$ cat config.mk
export PLATFORM = sky130hd
export DESIGN_NAME = serializador_p2s
export DESIGN_NICKNAME = d
export VERILOG_FILES = /design/src/rtl/serializador_p2s.sv
export SDC_FILE = /design/constraint.sdc
export NUM_CORES = 1
export LEC_CHECK = 0
export ABC_CLOCK_PERIOD_IN_PS = 2000
export BUFFER_PORTS_ARGS = -buffer_cell sky130_fd_sc_hd__buf_4
export CORE_AREA = 5 5 43 45
export DETAILED_ROUTE_END_ITERATION = 7
export DIE_AREA = 0 0 48 50
export GPL_ROUTABILITY_DRIVEN = 0
export PLACE_DENSITY = 0.73
export SETUP_SLACK_MARGIN = 0.5
export SYNTH_ARGS = -nofsm -noshare
export SYNTH_HDL_FRONTEND = slang
export SYNTH_SLANG_ARGS = --single-unit
$ cat constraint.sdc
create_clock -name clk_8f -period 2 [get_ports clk_8f]
set_input_delay 0.1 -clock clk_8f [delete_from_list [all_inputs] [get_ports clk_8f]]
set_output_delay 0.1 -clock clk_8f [all_outputs]
set_load 0.1 [all_outputs]
$ cat src/rtl/serializador_p2s.sv
// Parallel-to-serial frame transmitter: comma burst after reset, then data or idle bytes, MSB first.
// Optional build macro PARITY_EN appends an even-parity bit to every frame (9-bit frames).
module serializador_p2s #(
    parameter int unsigned SYNC_COUNT = 4,
    parameter logic [7:0]  COM_CHAR   = 8'hBC,
    parameter logic [7:0]  IDLE_CHAR  = 8'h7C
) (
    input  logic       clk_8f,
    input  logic       reset,
    input  logic [7:0] data_in,
    input  logic       valid_in,
    output logic       data_out,
    output logic       load_strobe,
    output logic       synced
);

`ifdef PARITY_EN
    localparam int unsigned FRAME_LEN = 9;
`else
    localparam int unsigned FRAME_LEN = 8;
`endif
    localparam logic [3:0]         LAST_BIT  = 4'(FRAME_LEN - 1);
    localparam int unsigned        SC_W      = $clog2(SYNC_COUNT + 1);
    localparam logic [SC_W-1:0]    LAST_SYNC = SC_W'(SYNC_COUNT - 1);

    typedef enum logic [0:0] {
        ST_SYNC   = 1'b0,
        ST_ACTIVE = 1'b1
    } state_t;

`ifdef PARITY_EN
    function automatic logic even_parity(input logic [7:0] byte_v);
        return ^byte_v;
    endfunction
`endif

    state_t                 state_r, state_nxt_s;
    logic [SC_W-1:0]        sync_cnt_r, sync_cnt_nxt_s;
    logic [3:0]             bit_cnt_r, bit_cnt_nxt_s;
    logic [FRAME_LEN-1:0]   shreg_r, shreg_nxt_s;
    logic                   data_out_r, data_out_nxt_s;
    logic                   load_strobe_r, load_strobe_nxt_s;
    logic                   synced_r, synced_nxt_s;
    logic [7:0]             frame_byte_s;
    logic [FRAME_LEN-1:0]   frame_bits_s;

    // Select the byte to transmit in the frame starting at this edge.
    always_comb begin
        frame_byte_s = COM_CHAR;
        case (state_r)
            ST_SYNC: begin
                frame_byte_s = COM_CHAR;
            end
            ST_ACTIVE: begin
                if (valid_in) begin
                    frame_byte_s = data_in;
                end else begin
                    frame_byte_s = IDLE_CHAR;
                end
            end
            default: begin
                frame_byte_s = COM_CHAR;
            end
        endcase
    end

`ifdef PARITY_EN
    assign frame_bits_s = {frame_byte_s, even_parity(frame_byte_s)};
`else
    assign frame_bits_s = frame_byte_s;
`endif

    // Frame sequencing: load on the last bit slot, otherwise shift out the next bit.
    always_comb begin
        state_nxt_s       = state_r;
        sync_cnt_nxt_s    = sync_cnt_r;
        bit_cnt_nxt_s     = bit_cnt_r;
        shreg_nxt_s       = shreg_r;
        data_out_nxt_s    = data_out_r;
        load_strobe_nxt_s = 1'b0;
        if (bit_cnt_r == LAST_BIT) begin
            load_strobe_nxt_s = 1'b1;
            bit_cnt_nxt_s     = 4'd0;
            data_out_nxt_s    = frame_bits_s[FRAME_LEN-1];
            shreg_nxt_s       = {frame_bits_s[FRAME_LEN-2:0], 1'b0};
            case (state_r)
                ST_SYNC: begin
                    sync_cnt_nxt_s = sync_cnt_r + SC_W'(1);
                    if (sync_cnt_r == LAST_SYNC) begin
                        state_nxt_s = ST_ACTIVE;
                    end else begin
                        state_nxt_s = ST_SYNC;
                    end
                end
                ST_ACTIVE: begin
                    // Counter stays parked at SYNC_COUNT once aligned.
                    sync_cnt_nxt_s = sync_cnt_r;
                    state_nxt_s    = ST_ACTIVE;
                end
                default: begin
                    sync_cnt_nxt_s = '0;
                    state_nxt_s    = ST_SYNC;
                end
            endcase
        end else begin
            bit_cnt_nxt_s  = bit_cnt_r + 4'd1;
            data_out_nxt_s = shreg_r[FRAME_LEN-1];
            shreg_nxt_s    = {shreg_r[FRAME_LEN-2:0], 1'b0};
        end
        synced_nxt_s = (state_nxt_s == ST_ACTIVE);
    end

    // State and output registers with synchronous reset.
    always_ff @(posedge clk_8f) begin
        if (reset) begin
            state_r       <= ST_SYNC;
            sync_cnt_r    <= '0;
            bit_cnt_r     <= LAST_BIT;
            shreg_r       <= '0;
            data_out_r    <= 1'b0;
            load_strobe_r <= 1'b0;
            synced_r      <= 1'b0;
        end else begin
            state_r       <= state_nxt_s;
            sync_cnt_r    <= sync_cnt_nxt_s;
            bit_cnt_r     <= bit_cnt_nxt_s;
            shreg_r       <= shreg_nxt_s;
            data_out_r    <= data_out_nxt_s;
            load_strobe_r <= load_strobe_nxt_s;
            synced_r      <= synced_nxt_s;
        end
    end

    assign data_out    = data_out_r;
    assign load_strobe = load_strobe_r;
    assign synced      = synced_r;

endmodule

# Word level (Yosys, flattened, before mapping)
# Index checks and enable logic that the tools add are counted.
# Widths: inputs -> output; s select.
[classes]
addsub = 2
n_eq_ne = 2
n_mux = 9
bitwise = 1
n_reduce_logical = 2
[ops]
columns = ["cell", "count"]
rows = [
  ["$mux 8", 2],
  ["$pmux 8 s2", 1],
  ["$mux 3", 2],
  ["$add 4x1->4 const B", 1],
  ["$eq 4x3->1 const B", 1],
  ["$add 3x1->3 const B", 1],
  ["$eq 3x2->1 const B", 1],
  ["$mux 1", 3],
  ["$pmux 1 s2", 1],
  ["$reduce_and 2->1", 1],
  ["$reduce_or 2->1", 1],
  ["$not 1->1", 1],
]
[totals]
reg_bits = 18
in_bits = 11
elab_cells = 23

# Longest topological paths before layout
# Gate-level depths: netlist of the first run.
[logic_depth]
depth_word = 3
ltp_mapped = 5
mapped_depth_nobuf = 4

# Least setup slack after synthesis of the first run
# No wires, ideal clock.
[synth_path]
path_type = "register to register"
start = "register synced (netlist name)"
end = "register sync_cnt_r[0]"
setup_time_ns = 0.127
t_arrival_ns = 1.521
t_required_ns = 1.873
slack_ns = 0.352
stages_incl_launch_ff = 4
period_less_slack_ns = 1.648
cell_sequence = "dfxtp_1 and4bb_4 xnor2_1 nor2_1"
[synth_rtl]
columns = ["item", "line_no", "source"]
rows = [
  ["end signal, assigned", "125", "sync_cnt_r <= sync_cnt_nxt_s;"],
  ["end, declared", "38", "logic [SC_W-1:0] sync_cnt_r, sync_cnt_nxt_s;"],
]

# Worst setup path after layout of the first run
[layout_path]
start = "register bit_cnt_r[0]"
end = "register data_out_r, in the netlist data_out"
[layout_via]
elab_chain_len = 2
[layout_rtl]
columns = ["item", "line_no", "source"]
rows = [
  ["start, declared", "39", "logic [3:0] bit_cnt_r, bit_cnt_nxt_s;"],
  ["start signal, assigned", "126", "bit_cnt_r <= bit_cnt_nxt_s;"],
  ["$eq 4x3->1", "81", "if (bit_cnt_r == LAST_BIT) begin"],
  ["$mux 1", "81", ""],
  ["end signal, assigned", "128", "data_out_r <= data_out_nxt_s;"],
  ["end, declared", "41", "logic data_out_r, data_out_nxt_s;"],
]
# No other way between the ends.
# A chain may end at the register's enable or synchronous reset.

==> results of run 1 <==
## stage by stage
step	area [µm²]	setup slack [ns]	util	std cells	hold slack (ns)
3_5_place_dp	766	0.572	0.533	95	0.379
6_report	793	0.636	0.552	99	0.0918
3_3_place_gp	766	0.648	0.533	95	0.372
5_1_grt	793	0.538	0.552	99	0.0831
2_1_floorplan	663	0.722	-	68	0.168
4_1_cts	792	0.538	0.551	99	0.0760
## kinds of logic after synthesis
kind of cell | count (synthesis) | synth area share
simple gates | 34 | 0.276
compound gates | 8 | 0.0832
fa+ha+maj | 3 | 0.0567
flops | 17 | 0.514
mux | 1 | 0.0151
buf+inv | 3 | 0.0283
xor+xnor | 2 | 0.0265
## layout by cell type, fill, tap and decap left out
master,netlist,final
buf_4,0,13
nand3b_2,1,1
o21bai_1,1,1
nand2_1,5,5
dfxtp_1,17,16
nor3_1,8,8
or2_2,1,1
clkbuf_4,0,3
clkbuf_1,1,1
nand4_1,1,1
ha_1,3,3
a311oi_2,1,1
a211oi_1,1,1
and3b_2,0,1
nand3_1,2,2
mux2i_1,1,1
nand2b_1,2,2
o21ai_0,1,1
a21oi_1,4,4
nor2_1,10,10
xnor2_1,2,2
dfxtp_2,0,1
nor2_2,1,1
and4_1,1,1
inv_1,1,1
and4bb_4,1,1
## power groups by stage
| stage | combinational, µW | clock (µW) | sequential, µW |
|---|---|---|---|
| after detailed placement | 307 | 0 | 454 |
| after CTS | 309 | 186 | 445 |
| final | 307 | 173 | 444 |
| after global placement | 303 | 0 | 451 |
| after global routing | 342 | 201 | 452 |
| after floorplan | 194 | 0 | 511 |
## flip-flops by register name, indices dropped and copies added, names as in the netlist
register and count:
shreg_r 7, data_out 1, load_strobe 1, sync_cnt_r 3, synced 1, bit_cnt_r 4
## cell type report
class | instances | area, µm² | share of cell area
Tap cell | 16 | 20.0 | 0.0252
Clock buffer | 4 | 26.3 | 0.0331
Timing Repair Buffer | 13 | 97.6 | 0.123
Inverter | 1 | 3.75 | 0.00473
Multi-Input combinational cell | 48 | 304 | 0.383
Sequential cell | 17 | 342 | 0.431
## metal layers
metal,global-route usage,routed length (µm),vias to the layer above
met5,0,0,-
met4,0.0807,12,0
met3,0.0327,98,2
met2,0.154,514,11
met1,0.148,548,240
li1,-,-,266
## final timing paths
| kind | endpoint | slack (ns) | from | cells past startpoint |
|---|---|---|---|---|
| worst min register to register | shreg_r[2] | 0.44 | shreg_r[1] | 2 |
| worst max register to register | data_out | 0.64 | bit_cnt_r[0] | 4 |
| worst max-delay path | data_out | 0.64 | bit_cnt_r[0] | 4 |
| worst min-delay path | shreg_r[1] | 0.09 | data_in[0] | 2 |
## critical path, stage by stage, from the launching register on
cell      delay (ns)
dfxtp_1         0.37
ha_1            0.27
and3b_2         0.34
nor2_2          0.06
a311oi_2        0.24
==> impl_results.rst, run 1 <==
.. list-table::
   :header-rows: 1

   * - Metric
     - Value
   * - Detailed Place HPWL
     - 853 µm
   * - Io pins
     - 14
   * - Final number of max-transition violations
     - 0
   * - First-pass GRT wire length
     - 1930 µm
   * - Post-detailed-route wirelength per cell
     - around 12 µm
   * - Cell-internal power
     - 606 µW
   * - Proportion of layout cells with a drive suffix above 1
     - 0.277
   * - Slew at the pin closest to its max-slew limit
     - between 0.2 and 0.3 ns
   * - Total of flip-flops plus latches after synthesis
     - 17
   * - Number of global-route vias before repair
     - 453
   * - Tightest Hold Check Type
     - primary input to flip-flop
   * - Final total power
     - 924 µW
   * - Final worst-path cycle share
     - 0.682
   * - Power density over cell area
     - 1170 nW/µm²
   * - Gr ovfl total
     - 0
   * - Post_cts resized
     - 0
   * - Outcome
     - finished clean
   * - Share of the synthesized area in the top cell type
     - 0.514
   * - Sequential share of the synthesized area
     - 0.514
   * - Setup-failing EPs final
     - 0
   * - Highest Clock Rate
     - 733 MHz
   * - Synthesis warning total
     - 0
   * - Via count
     - 519
   * - Clock transition at the registers of the reported paths
     - 0.09 ns
   * - Buffers inserted during post-CTS setup optimization
     - 0
   * - Area of the placeable core
     - approximately 1400 µm²
   * - Length of the first detailed-routing pass in iterations
     - 4
   * - Required time at the endpoint of the critical path
     - 2.19 ns
   * - Sum Neg Setup Slack
     - 0 ns
   * - Clk buf depth
     - 2
   * - Startpoint type of the worst setup path
     - flip-flop
   * - Starting density of the core
     - 0.461
   * - Gate power share
     - 0.332
   * - Post-synth EDFFs
     - 0
   * - Mapped cell area
     - 662 µm²
   * - FP Rows
     - 14
   * - Initial antenna violation count
     - 0
   * - Main synth FF type
     - dfxtp_1
   * - Min cycle time layout
     - 1.36 ns
   * - Number of cells produced by synthesis
     - 68
   * - Number of violations reported at the end of detailed-routing iteration 0
     - 7
   * - Switching Share
     - 0.345
   * - Die X
     - 48 µm
   * - Total of buffers placed on input and output ports
     - 13
   * - Dominant cell by count in the synthesized netlist
     - dfxtp_1
   * - Proportion of power drawn by the clock network
     - 0.188
   * - Worst-case clock skew
     - 0.00238 ns
   * - Clock Tree Root
     - clkbuf_4
   * - # nets final
     - 98
   * - Critical Path AT
     - 1.56 ns
   * - Maximum fanout along the worst path
     - 10
   * - Number of buffers created by CTS
     - 3
   * - Number of design rule violations left after detail routing
     - 0
   * - Relative contribution of sequential cells to total power
     - 0.481
   * - ANT cells
     - 0
   * - Number of hold violations in the final report
     - 0
   * - Worst slew margin relative to its limit
     - 0.815
   * - # H-tree levels
     - 1
   * - Filler Cells Inserted
     - 138
   * - GRT Overall Usage
     - 0.114
   * - Crit Path Class
     - flip-flop to flip-flop
   * - Net switching power of the design
     - 319 µW
   * - Category of the worst setup path capture point
     - flip-flop
   * - Final wirelength
     - 1170 µm
   * - Synth area leader
     - dfxtp_1
   * - Largest net degree at the start of global routing
     - 17
   * - Number of vias per cell after detailed routing
     - 5.24
   * - Vert. Die Dim
     - ~50 µm
   * - Clock Latency Late Sink
     - 0.28 ns
   * - RSZ-0062 raised after global routing
     - no
   * - Top cells by instance count after synthesis
     - dfxtp_1 (17), nor2_1 (10), nor3_1 (8)
   * - Cells taking the most area after synthesis
     - dfxtp_1 (51%), nor3_1 (6.0%), ha_1 (5.7%)
   * - Net count after synthesis
     - 82
   * - Asr flop ratio synth
     - 0
   * - Number of max-capacitance violations reported
     - 0
   * - Quantity of hold-fixing buffers added after cts
     - 0
   * - CTS tree
     - yes
   * - Total Die Area
     - 2400 µm²
   * - Leak pwr
     - approximately 0.00033 µW
   * - Average cell area after synthesis
     - 9.73 µm²
   * - Layout Area Growth over Synthesis
     - 19.8%
   * - # clock sinks
     - 17
   * - Highest ir drop seen on vdd
     - between 0.6 and 0.7 mV
   * - Antenna viol nets, final
     - 0
   * - Number of unique standard cell types used by synthesis
     - 24
No activity file was read; power rests on OpenSTA's default activity.
==> run 2: changes to the inputs <==
--- a/config.mk
+++ b/config.mk
@@ -5,13 +5,14 @@
 export SDC_FILE = /design/constraint.sdc
 export NUM_CORES = 1
 export LEC_CHECK = 0
-export ABC_CLOCK_PERIOD_IN_PS = 2000
+export ABC_AREA = 1
+export ABC_CLOCK_PERIOD_IN_PS = 1200
 export BUFFER_PORTS_ARGS = -buffer_cell sky130_fd_sc_hd__buf_4
-export CORE_AREA = 5 5 43 45
+export CORE_AREA = 5 5 45 47
 export DETAILED_ROUTE_END_ITERATION = 7
-export DIE_AREA = 0 0 48 50
+export DIE_AREA = 0 0 50 52
 export GPL_ROUTABILITY_DRIVEN = 0
-export PLACE_DENSITY = 0.73
+export PLACE_DENSITY = 0.7
 export SETUP_SLACK_MARGIN = 0.5
 export SYNTH_ARGS = -nofsm -noshare
 export SYNTH_HDL_FRONTEND = slang
==> constraint.sdc (replaced) <==
create_clock -name clk_8f -period 1.2 [get_ports clk_8f]
set_input_delay 0.06 -clock clk_8f [delete_from_list [all_inputs] [get_ports clk_8f]]
set_output_delay 0.06 -clock clk_8f [all_outputs]
set_load 0.1 [all_outputs]
==> run 2 against run 1 <==
The run now ends with negative hold slack left. Critical path depth rose by 2. Clock power grew 67%. Flip-flop and latch count is the same. Via count grew 7.3%. Worst setup slack worse by 0.49 ns. Critical endpoint unchanged. Largest cell class unchanged. Largest power group unchanged.
==> impl_results.rst, run 2 <==
.. list-table::
   :header-rows: 1

   * - Metric
     - Value
   * - Vert. Die Dim
     - ~52 µm
   * - First-pass GRT wire length
     - 2070 µm
   * - Category of the worst setup path capture point
     - flip-flop
   * - Violated checks
     - negative hold slack
   * - Worst-case clock skew
     - roughly 0.0065 ns
   * - Number of global-route vias before repair
     - 512
   * - Clk buf depth
     - 2
   * - Cells taking the most area after synthesis
     - dfxtp_1 (51%), nand2_1 (10%), ha_1 (5.6%)
   * - ANT cells
     - 0
   * - Mapped cell area
     - 667 µm²
   * - Layout Area Growth over Synthesis
     - 39.4%
   * - Tightest Hold Check Type
     - primary input to flip-flop
   * - Number of buffers created by CTS
     - 3
   * - Net count after synthesis
     - 95
   * - Number of vias per cell after detailed routing
     - 4.64
   * - Critical path capture point
     - data_out
   * - Flip-flop count of the largest register after layout
     - 7
   * - Power density over cell area
     - 1750 nW/µm²
   * - GRT Overall Usage
     - 0.104
   * - Commonest cells after routing, fill and taps aside
     - nand2_1 (18), buf_4 (15), dfxtp_1 (11)
   * - Number of hold violations in the final report
     - 2
   * - Setup-failing EPs final
     - 0
   * - Length of the first detailed-routing pass in iterations
     - 4
   * - Slowest cell on the critical path
     - dfxtp_2
   * - Ordered cell list for the critical path
     - ha_4 > nand2_4 > nor2_4 > nor2_4 > nand2_1 > o21ai_2
   * - Number of unique standard cell types used by synthesis
     - 14
   * - Cell occurring most often along the worst timing path
     - nor2_4
   * - Area of the placeable core
     - 1610 µm²
   * - Initial antenna violation count
     - 0
   * - Post-detailed-route wirelength per cell
     - 10.0 µm
   * - Source of the worst register-to-register timing path
     - bit_cnt_r[1]
   * - Antenna viol nets, final
     - 0
   * - Number of violations reported at the end of detailed-routing iteration 0
     - 8
   * - Final-layout worst hold slack
     - -0.0170 ns
   * - Number of design rule violations left after detail routing
     - 0
   * - Largest registers in the final layout
     - shreg_r x7, bit_cnt_r x4, sync_cnt_r x3
   * - Number of cells produced by synthesis
     - 81
   * - Clock transition at the registers of the reported paths
     - around 0.09 ns
   * - Detailed Place HPWL
     - 929 µm
   * - Critical Path AT
     - 1.24 ns
   * - Critical hold path startpoint
     - reset
   * - Highest ir drop seen on vdd
     - 0.912 mV
   * - Maximum fanout along the worst path
     - 8
   * - Slew at the pin closest to its max-slew limit
     - around 0.21 ns
   * - Biggest register
     - shreg_r
   * - Total Die Area
     - 2600 µm²
   * - Largest net degree at the start of global routing
     - 10
   * - Post-synth EDFFs
     - 0
   * - Share of the synthesized area in the top cell type
     - 0.510
   * - Average cell area after synthesis
     - between 8 and 9 µm²
   * - Clock Tree Root
     - clkbuf_4
   * - Synthesis warning total
     - 0
   * - Io pins
     - 14
   * - Worst reg2reg path endpoint
     - data_out
   * - Total of buffers placed on input and output ports
     - 13
   * - Top cells by instance count after synthesis
     - nand2_1 (18), dfxtp_1 (17), nor2_1 (9)
   * - Sum Neg Setup Slack
     - 0 ns
   * - Gr ovfl total
     - 0
   * - Commonest non-fill, non-tap cell in the layout
     - nand2_1
   * - Final wirelength
     - 1200 µm
   * - # nets final
     - 118
   * - Worst slew margin relative to its limit
     - 0.860
   * - Outcome
     - finished with violations
   * - Clock Latency Late Sink
     - around 0.28 ns
   * - Number of max-capacitance violations reported
     - 0
   * - RSZ-0062 raised after global routing
     - yes
   * - Main synth FF type
     - dfxtp_1
   * - Sequential share of the synthesized area
     - 0.510
   * - Leak pwr
     - 0.000422 µW
   * - Worst reg-to-reg setup slack
     - between 0.1 and 0.15 ns
   * - Asr flop ratio synth
     - 0
   * - Final number of max-transition violations
     - 0
   * - Setup crit start
     - bit_cnt_r[1]
   * - Cell depth of the worst flop-to-flop path
     - 6
   * - Highest Clock Rate
     - 945 MHz
   * - Min cycle time layout
     - 1.06 ns
   * - Synth area leader
     - dfxtp_1
   * - FP Rows
     - 15
   * - Startpoint type of the worst setup path
     - flip-flop
   * - Starting density of the core
     - 0.413
   * - Largest stage delay on the critical path
     - 0.36 ns
   * - # H-tree levels
     - 1
   * - Dominant cell by count in the synthesized netlist
     - nand2_1
   * - Via count
     - 557
   * - Total of flip-flops plus latches after synthesis
     - 17
   * - # clock sinks
     - 17
   * - Final worst-path cycle share
     - 0.882
   * - Crit Path Class
     - flip-flop to flip-flop
   * - Die X
     - 50 µm
   * - CTS tree
     - yes
   * - Proportion of layout cells with a drive suffix above 1
     - 0.388
   * - Required time at the endpoint of the critical path
     - 1.38 ns
## run 2: worst min-delay path by stage
stage / slack, ns / depth (start not counted) / endpoint
finish: -0.02 / 2 / synced
global route: -0.03 / 3 / shreg_r[6]
CTS: -0.02 / 3 / shreg_r[6]
detailed placement: 0.29 / 3 / shreg_r[6]
global placement: 0.29 / 3 / shreg_r[6]
floorplan: 0.12 / 1 / synced
## run 2: power by group
group | total [µW] | switching, µW | internal (µW) | leakage (µW)
Sequential | 756 | 72.8 | 683 | 0.000142
Clock | 289 | 160 | 129 | 0.0000150
Combinational | 577 | 330 | 247 | 0.000266
## run 2: logic make-up (layout without fill, tap and decap cells)
family / Yosys count / in the layout / share of synthesized area
AND/OR/NAND/NOR: 41 / 41 / 0.293
flip-flops: 17 / 17 / 0.510
AO/OA/AOI/OAI: 11 / 11 / 0.0825
buffers and inverters: 8 / 30 / 0.0450
adder cells (fa/ha/maj): 3 / 3 / 0.0563
XOR/XNOR: 1 / 1 / 0.0131
## run 2: stage by stage
step	util	setup slack, ns	total power, µW	instance area (µm²)	std cells
after floorplan	-	0.198	1150	697	81
after global placement	0.505	0.136	1260	816	111
after detailed placement	0.505	0.116	1270	816	111
after CTS	0.565	0.131	1640	912	119
after global routing	0.576	0.0582	1750	930	120
final	0.576	0.142	1620	930	120
## run 2: metal layers
metal | global-route usage | share of wire | vias up
met2 | 0.167 | 0.47 | 10
met1 | 0.116 | 0.46 | 243
met3 | 0.0344 | 0.054 | 2
met5 | 0 | 0 | -
met4 | 0.0655 | 0.017 | 0
li1 | - | - | 302
## run 2: repair_timing
item	in CTS	in global routing
hold endpoints to repair	4	2
gates resized for setup	13	3
endpoints found under the setup margin	20	20
pin swaps	4	5
setup buffers	4	1
## run 2: final cells by class
cell class	instances	area, µm²
Clock buffer	4	26.3
Tap cell	17	21.3
Sequential cell	17	350
Multi-Input combinational cell	56	329
Fill cell	157	684
Inverter	8	30.0
Timing Repair Buffer	18	173
## run 2: worst max-delay path: cells and delay by family (launching register included)
kind	cells	cell delay [ns]
AND/OR/NAND/NOR	4	0.40
flip-flops	1	0.36
AO/OA/AOI/OAI	1	0.05
adder cells (fa/ha/maj)	1	0.15
==> run 3: changes to the inputs <==
--- a/config.mk
+++ b/config.mk
@@ -6,7 +6,7 @@
 export NUM_CORES = 1
 export LEC_CHECK = 0
 export ABC_AREA = 1
-export ABC_CLOCK_PERIOD_IN_PS = 1200
+export ABC_CLOCK_PERIOD_IN_PS = 900
 export BUFFER_PORTS_ARGS = -buffer_cell sky130_fd_sc_hd__buf_4
 export CORE_AREA = 5 5 45 47
 export DETAILED_ROUTE_END_ITERATION = 7
==> constraint.sdc (replaced) <==
create_clock -name clk_8f -period 0.9 [get_ports clk_8f]
set_input_delay 0.045 -clock clk_8f [delete_from_list [all_inputs] [get_ports clk_8f]]
set_output_delay 0.045 -clock clk_8f [all_outputs]
set_load 0.1 [all_outputs]
==> run 3 against run 2 <==
Non-clock buffer count up 1. The flow finishes with violations (negative hold slack, negative setup slack). Highest routed layer unchanged. Core utilization grew 1.0 points. Critical endpoint is now shreg_r[2]. Sequential share of layout area is 0.28 points higher. Critical path type unchanged. Worst setup slack got worse by 0.32 ns. Combinational power grew 39%.
==> impl_results.rst, run 3 (synthesis gave the netlist of run 2 again) <==
.. list-table::
   :header-rows: 1

   * - Metric
     - Value
   * - Outcome
     - finished with violations
   * - Violated checks
     - negative hold slack, negative setup slack
   * - Antenna viol nets, final
     - 0
   * - Slowest cell on the critical path
     - dfxtp_4
   * - Sum Neg Setup Slack
     - -2.23 ns
   * - Clk buf depth
     - 2
   * - Required time at the endpoint of the critical path
     - approximately 1.1 ns
   * - Total of buffers placed on input and output ports
     - 13
   * - Cell depth of the worst hold path
     - 2
   * - Commonest cells after routing, fill and taps aside
     - nand2_1 (18), buf_4 (16), dfxtp_1 (10)
   * - Largest net degree at the start of global routing
     - 10
   * - Number of violations reported at the end of detailed-routing iteration 0
     - 4
   * - RSZ-0062 raised after global routing
     - yes
   * - Maximum fanout along the worst path
     - 8
   * - # H-tree levels
     - 1
   * - Critical hold path startpoint
     - reset
   * - # clock sinks
     - 17
   * - Worst slew margin relative to its limit
     - 0.860
   * - Cell depth of the worst flop-to-flop path
     - 6
   * - Highest Clock Rate
     - 931 MHz
   * - Endpoint of the worst hold-timing path
     - synced
   * - Total routed wire length on the met1 layer
     - around 520 µm
   * - Final number of max-transition violations
     - 0
   * - Tightest Hold Check Type
     - primary input to flip-flop
   * - Post-layout util
     - 0.586
   * - Post-route cell area
     - 946 µm²
   * - Startpoint type of the worst setup path
     - flip-flop
   * - Number of max-capacitance violations reported
     - 0
   * - CTS tree
     - yes
   * - Ordered cell list for the critical path
     - ha_4 > nand2_4 > nor2_4 > nor2_4 > nand2_1 > o21ai_1
   * - Critical path buffers and inverters
     - 0
   * - Number of design rule violations left after detail routing
     - 0
   * - Setup-failing EPs final
     - 15
   * - Area of placed instances
     - 837 µm²
   * - Area of the placeable core
     - approximately 1600 µm²
   * - Leak pwr
     - around 0.00043 µW
   * - Flip-flop count of the largest register after layout
     - 7
   * - Layout Area Growth over Synthesis
     - 41.8%
   * - Number of global-route vias before repair
     - 522
   * - Highest ir drop seen on vdd
     - 0.990 mV
   * - Crit Path Class
     - flip-flop to flip-flop
   * - Clock transition at the registers of the reported paths
     - 0.09 ns
   * - Via count
     - roughly 560
   * - Worst reg2reg path endpoint
     - shreg_r[2]
   * - Top layer in use
     - met4
   * - Slew at the pin closest to its max-slew limit
     - 0.210 ns
   * - # nets final
     - 119
   * - Die X
     - about 50 µm
   * - Final worst-path cycle share
     - 1.19
   * - Worst reg-to-reg setup slack
     - -0.17 ns
   * - Critical Path AT
     - approximately 1.3 ns
   * - Clock Tree Root
     - clkbuf_4
   * - Final-layout worst hold slack
     - -0.0175 ns
   * - Number of buffers created by CTS
     - 3
   * - FP Rows
     - 15
   * - Starting density of the core
     - 0.413
   * - Source of the worst register-to-register timing path
     - bit_cnt_r[0]
   * - Power density over cell area
     - 2330 nW/µm²
   * - Critical path's top delay family
     - simple AND/OR/NAND/NOR gates
   * - Worst-case clock skew
     - ~0.0067 ns
   * - Final wirelength
     - 1240 µm
   * - Io pins
     - 14
   * - Min cycle time layout
     - roughly 1.1 ns
   * - Initial antenna violation count
     - 0
   * - Vert. Die Dim
     - 52 µm
   * - Biggest register
     - shreg_r
   * - Category of the worst setup path capture point
     - flip-flop
   * - Largest registers in the final layout
     - shreg_r x7, bit_cnt_r x4, sync_cnt_r x3
   * - Gr ovfl total
     - 0
   * - Number of vias per cell after detailed routing
     - roughly 4.7
   * - Largest stage delay on the critical path
     - between 0.3 and 0.4 ns
   * - GRT Overall Usage
     - 0.105
   * - Cell occurring most often along the worst timing path
     - nor2_4
   * - Total met2 wirelength after detailed routing
     - 639 µm
   * - Post-detailed-route wirelength per cell
     - around 10 µm
   * - Wire length on met3
     - 66 µm
   * - Detailed Place HPWL
     - about 900 µm
   * - ANT cells
     - 0
   * - Clock Latency Late Sink
     - around 0.28 ns
   * - Worst Setup Slack, final
     - -0.175 ns
   * - Proportion of layout cells with a drive suffix above 1
     - 0.385
   * - First-pass GRT wire length
     - around 2100 µm
   * - Number of hold violations in the final report
     - 4
   * - Length of the first detailed-routing pass in iterations
     - 4
   * - Commonest non-fill, non-tap cell in the layout
     - nand2_1
   * - Final total power
     - 2210 µW
   * - Total Die Area
     - 2600 µm²
==> run 3: stage by stage <==
stage	instances	setup WS (ns)	hold WS (ns)
2_1_floorplan	81	-0.102	0.104
3_3_place_gp	113	-0.174	0.271
3_5_place_dp	113	-0.185	0.272
4_1_cts	119	-0.172	-0.0330
5_1_grt	121	-0.266	-0.0322
6_report	121	-0.175	-0.0175
==> run 3: worst reg2reg max path, stage by stage, from the launching register on <==
cell and delay [ns]:
dfxtp_4 0.37, ha_4 0.15, nand2_4 0.06, nor2_4 0.18, nor2_4 0.09, nand2_1 0.06, o21ai_1 0.06
==> run 3: repair_timing <==
item                                   in CTS  in global routing
buffers inserted                            2                  2
pin swaps                                  11                  2
resized for setup                          10                  5
setup endpoints to repair                  20                 20
endpoints found under the hold margin       5                  4
==> run 3: worst max-delay path by stage <==
stage	start	to	slack, ns	depth (start not counted)
4_1_cts	bit_cnt_r[0]	shreg_r[2]	-0.17	6
5_1_grt	bit_cnt_r[0]	data_out	-0.27	6
3_3_place_gp	bit_cnt_r[0]	data_out	-0.17	6
6_report	bit_cnt_r[0]	shreg_r[2]	-0.17	6
3_5_place_dp	bit_cnt_r[0]	shreg_r[2]	-0.18	6
2_1_floorplan	bit_cnt_r[1]	shreg_r[2]	-0.10	6
==> run 3: routing by layer <==
metal / global-route usage / vias to the layer above
met5: 0 / -
met2: 0.165 / 7
li1: - / 307
met3: 0.0372 / 2
met1: 0.121 / 247
met4: 0.0655 / 0
==> run 3: power breakdown <==
group          internal, µW  total (µW)  leakage [µW]  switching (µW)
clock network           172         387     0.0000150             216
logic                   352         803      0.000273             451
registers               917        1020      0.000142            99.3
==> run 3: final cells by class <==
class	instances	area (µm²)
fillers	156	668
flip-flops and latches	17	359
multi-input cells	56	329
repair buffers	19	180
inverters	8	30.0
clock buffers	4	26.3
well taps	17	21.3
